<file path="src/rtl/pipe_reg_chain.sv">
// pipe_reg_chain: elastic valid/ready register chain of DEPTH stages.
// Empty stages always accept, so a stall at the output only blocks the
// input once every stage holds a beat. Flush clears all stages on the next
// edge and refuses the beat offered in the same cycle. Occupancy is kept as
// a registered up/down count of input and output transfers.
module pipe_reg_chain #(
  parameter int               WIDTH     = 32,
  parameter int               DEPTH     = 2,
  parameter logic [WIDTH-1:0] RESET_VAL = '0
) (
  input  logic                         clk,
  input  logic                         reset,
  input  logic                         flush,
  input  logic                         in_valid,
  output logic                         in_ready,
  input  logic [WIDTH-1:0]             in_data,
  output logic                         out_valid,
  input  logic                         out_ready,
  output logic [WIDTH-1:0]             out_data,
  output logic [$clog2(DEPTH+1)-1:0]   occupancy
);

  localparam int OCC_W = $clog2(DEPTH + 1);

  // Stage state; index 0 is the input end, DEPTH-1 drives the outputs.
  logic [DEPTH-1:0] valid_q;
  logic [DEPTH-1:0] valid_d;
  logic [WIDTH-1:0] data_q [DEPTH];
  logic [WIDTH-1:0] data_d [DEPTH];
  logic [OCC_W-1:0] occ_q;
  logic [OCC_W-1:0] occ_d;

  // Per-stage ready and the beat each stage would take if it advances.
  logic [DEPTH-1:0] rdy;
  logic [DEPTH-1:0] up_valid;
  logic [WIDTH-1:0] up_data [DEPTH];

  logic in_xfer;
  logic out_xfer;

  // Ready chain, unrolled: a stage may advance when downstream accepts or
  // when any stage from itself to the output end is empty. This is the
  // recursive rule rdy[i] = !valid[i] || rdy[i+1] written without a
  // self-referencing vector, so the out_ready path stays a clean cone.
  always_comb begin
    for (int i = 0; i < DEPTH; i++) begin
      rdy[i] = out_ready;
      for (int j = i; j < DEPTH; j++) begin
        if (!valid_q[j]) begin
          rdy[i] = 1'b1;
        end
      end
    end
  end

  // Source of each stage: stage 0 takes the input port, the rest take the
  // stage in front of them.
  always_comb begin
    up_valid[0] = in_valid;
    up_data[0]  = in_data;
    for (int i = 1; i < DEPTH; i++) begin
      up_valid[i] = valid_q[i-1];
      up_data[i]  = data_q[i-1];
    end
  end

  // Handshake view at the chain boundaries.
  always_comb begin
    in_ready  = rdy[0] && !flush;
    out_valid = valid_q[DEPTH-1];
    out_data  = data_q[DEPTH-1];
    occupancy = occ_q;
    in_xfer   = in_valid && in_ready;
    out_xfer  = valid_q[DEPTH-1] && out_ready;
  end

  // Next stage state: flush wins; otherwise ready stages shift forward and
  // data is only overwritten by a valid incoming beat, so an empty stage
  // keeps its last payload.
  always_comb begin
    valid_d = valid_q;
    for (int i = 0; i < DEPTH; i++) begin
      data_d[i] = data_q[i];
    end
    if (flush) begin
      valid_d = '0;
      for (int i = 0; i < DEPTH; i++) begin
        data_d[i] = RESET_VAL;
      end
    end else begin
      for (int i = 0; i < DEPTH; i++) begin
        if (rdy[i]) begin
          valid_d[i] = up_valid[i];
          if (up_valid[i]) begin
            data_d[i] = up_data[i];
          end
        end
      end
    end
  end

  // Occupancy tracks transfers; simultaneous in and out cancel out.
  always_comb begin
    occ_d = occ_q;
    if (flush) begin
      occ_d = '0;
    end else begin
      occ_d = occ_q + OCC_W'(in_xfer) - OCC_W'(out_xfer);
    end
  end

  // State registers, cleared asynchronously by reset.
  always_ff @(posedge clk or posedge reset) begin
    if (reset) begin
      valid_q <= '0;
      occ_q   <= '0;
      for (int i = 0; i < DEPTH; i++) begin
        data_q[i] <= RESET_VAL;
      end
    end else begin
      valid_q <= valid_d;
      occ_q   <= occ_d;
      for (int i = 0; i < DEPTH; i++) begin
        data_q[i] <= data_d[i];
      end
    end
  end

endmodule

</file>
<file path="config.mk">
export PLATFORM = sky130hd
export DESIGN_NAME = pipe_reg_chain
export DESIGN_NICKNAME = d
export VERILOG_FILES = /design/src/rtl/pipe_reg_chain.sv
export SDC_FILE = /design/constraint.sdc
export NUM_CORES = 1
export LEC_CHECK = 0
export ABC_AREA = 1
export BUFFER_PORTS_ARGS = -buffer_cell sky130_fd_sc_hd__buf_2
export CORE_MARGIN = 2
export CORE_UTILIZATION = 48
export DETAILED_ROUTE_END_ITERATION = 8
export PLACE_DENSITY = 0.75
export SLEW_MARGIN = 40
export SYNTH_ARGS = -nofsm -noshare
export SYNTH_HDL_FRONTEND = slang
export SYNTH_SLANG_ARGS = --single-unit
</file>
<file path="constraint.sdc">
create_clock -name clk -period 1.6 [get_ports clk]
set_input_delay 0.08 -clock clk [delete_from_list [all_inputs] [get_ports clk]]
set_output_delay 0.08 -clock clk [all_outputs]
set_load 0.02 [all_outputs]
</file>
# Word level (Yosys, flattened, before mapping)
# Cells that the tools add are included.
# op_classes
mux	12
addsub	2
n_reduce_logical	10
# ops
cell	n
2-to-1 mux 32 bit	4
2-to-1 mux 64 bit	1
nonzero test 2 bit	4
2-to-1 mux 1 bit	5
2-to-1 mux 2 bit	2
AND reduction 2 bit	2
logical AND 1 bit	3
adder 2 x 1 -> 2 bit	1
subtractor 2 x 1 -> 2 bit	1
logical NOT 1 bit	1
# word_totals
elab_cells	29
inputBits	37
output_inout_bits	36
ff_bits	68

# Logic depth before layout (Yosys ltp)
# logic_depth
depth_word	7
ltp_mapped	11
mapped_depth_nobuf	11

# Worst setup path before layout
# Ideal clock, no wire load.
# synth_timing
path_type	reg-to-reg
startpoint	reg valid_q[1]
endpoint	reg occ_q[1] (netlist: occupancy[1])
path_stages_with_launch	10
period_less_slack_ns	1.669
arrival_ns	1.550
path_buffers	0
setup_time_ns	0.119
path_slack_ns	-0.069
cell_sequence	dfrtp_1 > nand3_2 > nand2_1 > inv_1 > nand2_1 > ha_1 > inv_1 > ha_1 > a21oi_1 > nor2_1
# synth_via
elab_chain_cells	6
elab_cells_between_ends	7
classes_between	add/sub: 2; mux: 2; reduce/logical: 3
# synth_rtl
item	line_no	text
start, declared	26	logic [DEPTH-1:0] valid_q;
start signal, assigned	121	valid_q <= valid_d;
2-to-1 mux 1 bit	49	if (!valid_q[j]) begin
logical AND 1 bit	69	in_ready = rdy[0] && !flush;
named net in_ready	15	output logic in_ready,
logical AND 1 bit	73	in_xfer = in_valid && in_ready;
adder 2 x 1 -> 2 bit	108	occ_d = occ_q + OCC_W'(in_xfer) - OCC_W'(out_xfer);
subtractor 2 x 1 -> 2 bit	108	
2-to-1 mux 2 bit	105	if (flush) begin
named net occ_d[1]	31	logic [OCC_W-1:0] occ_d;
end signal, assigned	116	occ_q <= '0;
end signal, assigned	122	occ_q <= occ_d;
end, declared	30	logic [OCC_W-1:0] occ_q;
# The timed path passes the listed nets, and every way through them passes these cells.
# A chain may end at the register's enable or synchronous reset.

# Worst setup path after layout
# layout_timing
startpoint	reg valid_q[1]
endpoint	reg occ_q[1] (netlist: occupancy[1])
# layout_via
elab_chain_cells	6
elab_cells_between_ends	7
classes_between	add/sub: 2; mux: 2; reduce/logical: 3
# layout_rtl
item	line_no
2-to-1 mux 1 bit	49
logical AND 1 bit	69
logical AND 1 bit	73
adder 2 x 1 -> 2 bit	108
subtractor 2 x 1 -> 2 bit (*)	108
2-to-1 mux 2 bit (*)	105
named net occ_d[1]	31
# Mark *: on every way through the listed nets, which the timed path passes. The rest lies on a longest branch.

==> results.toml <==
[run_status]
status = "completed"

[clock_network]
cts_buffer_depth = 2
clk_pin_slew_ns = 0.07
numCtsBuffers = 9
cts_tree = "done"
insertion_delay_ns = 0.34
cts_sinks = 68
h-tree-depth = 3
cts-root-buf = "clkbuf_8"

[worst_setup_path]
crit-reg2reg-launch = "valid_q[1]"
reg2regPathDepth = 10
endpoint_kind = "register"
ff2ff_setup_slack_ns = 0.11
path_class = "reg -> reg"
startpoint_type = "register"
regToRegEndpoint = "occupancy[1]"
startpoint = "valid_q[1]"
cp_max_fo = 4
worstPathRequired_ns = 1.83
crit_arrival_ns = 1.72

[global_route]
grt_max_degree = 45
grt-ovfl-total = 0
use_met2_pct = 33.4
grt_util_all_layers_pct = 20.5
grt_util_met3_pct = 3.15
grt_use_met1_pct = 26.9
grt-busiest-layer = "met2"
grt_pass1_vias = 2459
grt_pass1_wl_um = 11500
antenna_found_initial = 0

[drt]
first_iter_violations = 208
dr.pass1.iters = 4
wl_per_cell_um = 14.3
drtAntennaViolNets = 0
vias_per_cell = 5.20
wl_um = 7040
num_vias = 2571
drc = 0

[worst_hold_path]
min-delay-start = "in_data[0]"
whs_endpoint = "data_q[32]"
holdPathStages = 3
hold_class = "in -> reg"

[timing]
slew_headroom_pct = 68.0
hold_violations = 0
tightest_slew_ns = 0.480
setup_tns_ns = 0
fin_hold_ws_ns = 0.0113
rsz0062_at_grt = "no"
setup_viol = 0
worst_clock_skew_ns = 0.00796
final.min_clock_period_ns = 1.49
fin_crit_sh_pct = 93.0
fmax_mhz = 672
drv_slew = 0

[die]
initial_core_util_pct = 49.4
ioPinCount = 73
die_y_um = 84.6
coreArea_mm2 = 0.00631
dieArea_mm2 = 0.00716
rows = 29
chipWidth_um = 84.6

[final_layout]
fill_cells = 556
drive_above_1_share_pct = 26.1
syn_to_final_growth_pct = 22.9
diodes = 0
multi_input_area_um2 = 920
seq_area_mm2 = 0.00170
nets = 451
fin_cells = 494

[synth]
synth-async-reset-ratio_pct = 100
netlist.top_cell.by_area = "dfrtp_1"
syn_avg_cell_area_um2 = 9.02
synth_common_cells = "68 x dfrtp_1, 65 x nand3_1, 40 x inv_1, 40 x nand2_1, 33 x buf_4"
synth_edf_count = 0
synth_nets = 385
ys_seq_area_share_pct = 54.6
synth_most_common_cell = "dfrtp_1"
ys_warn_count = 0
yosysUniqueCellTypes = 17
synth_seq_cells = 68
synthTopCellsByArea = "dfrtp_1 55%, nand3_1 10%, buf_4 7.9%"
synth_top_cell_area_share_pct = 54.6
synth-main-ff-cell = "dfrtp_1"
synth_area_mm2 = 0.00312
synthCells = 346

[pwr]
p_per_area_mw_per_mm2 = 950
vdd_drop_max_uv = 606
p_leak_nw = 2.00

[placed_design]
dp_cells = 450
dp_hpwl_um = 4570
place.gp.congestion = 0.765
portBuffers = 72

[flow_run]
timing.max_cap.violations = 0
-- kinds of logic after synthesis --
logic type / share of synthesized area (%)
flip-flops: 54.6
AO/OA/AOI/OAI: 5.62
buffers and inverters: 16.3
adder cells (fa/ha/maj): 0.802
AND/OR/NAND/NOR: 22.7
-- cell type report --
type                            count  share of cell area, %
Clock inverter                      6                   1.70
Inverter                           41                   4.18
Sequential cell                    68                   44.4
Tap cell                           77                   2.51
Timing Repair Buffer              113                   19.8
Clock buffer                       10                   3.33
Multi-Input combinational cell    179                   24.0
-- critical path: stages (launching register included) --
cell and delay, ns:
dfrtp_2 0.44, nand3_4 0.09, nand2_1 0.06, inv_2 0.06, nand2_1 0.05, ha_1 0.27, inv_1 0.06, ha_2 0.16
nand3_1 0.07, nand2_1 0.06, nor2_1 0.05
-- worst max path at each step --
stage                         endpoint  slack [ns]  depth (start not counted)
after CTS                 occupancy[1]        0.11                          9
after detailed placement  occupancy[1]        0.13                          9
after global placement    occupancy[1]        0.20                          9
final                     occupancy[1]        0.11                         10
after floorplan           occupancy[1]        0.03                          9
after global routing      occupancy[1]       0.005                         10
-- sequential cells by signal, summed over array words and instances (netlist names) --
name       cells
valid_q        2
data_q        32
occupancy      2
out_data      32
-- through the flow --
stage	utilization (%)	power [mW]	setup WS [ns]	instance area (um^2)
global placement	53.1	2.24	0.199	3350
detailed placement	53.1	2.25	0.134	3350
global route	60.7	3.80	0.00518	3830
finish	60.7	3.64	0.111	3830
floorplan	-	2.12	0.0268	3120
CTS	60.4	3.67	0.106	3810
-- routing by layer --
layer,vias up,routed length (um)
met1,1245,3110
met5,-,0
met2,58,3500
li1,1254,-
met3,14,278
met4,0,158
-- layout by cell type (no fill, tap or decap), types with 2 or more instances in the layout --
cell type,netlist,routed
buf_2,10,72
dfrtp_1,68,67
clkinvlp_4,0,5
nand3_1,65,65
clkbuf_8,0,9
nor2_1,2,2
buf_12,0,2
o21ai_1,7,7
nand4_1,32,32
o21ai_0,26,26
a21oi_1,2,2
nand2_1,40,40
dlygate4sd3_1,0,27
inv_1,40,38
buf_4,33,12
-- power by group --
group          leakage [nW]  total (mW)  internal, mW  switching (mW)
sequential            0.921        1.84          1.79          0.0429
clock                0.0845        1.37         0.716           0.655
combinational         0.990       0.435         0.175           0.260
total                  2.00        3.64          2.68           0.958
-- what timing repair did --
| action | in CTS | in global routing |
|---|---|---|
| endpoints found under the hold margin | 46 | 0 |
| buffers inserted | 0 | 1 |
| hold buffers | 27 | 0 |
| endpoints found under the setup margin | 0 | 1 |
| resized for setup | 0 | 3 |
Note: power is estimated with default switching activity, not from simulation.
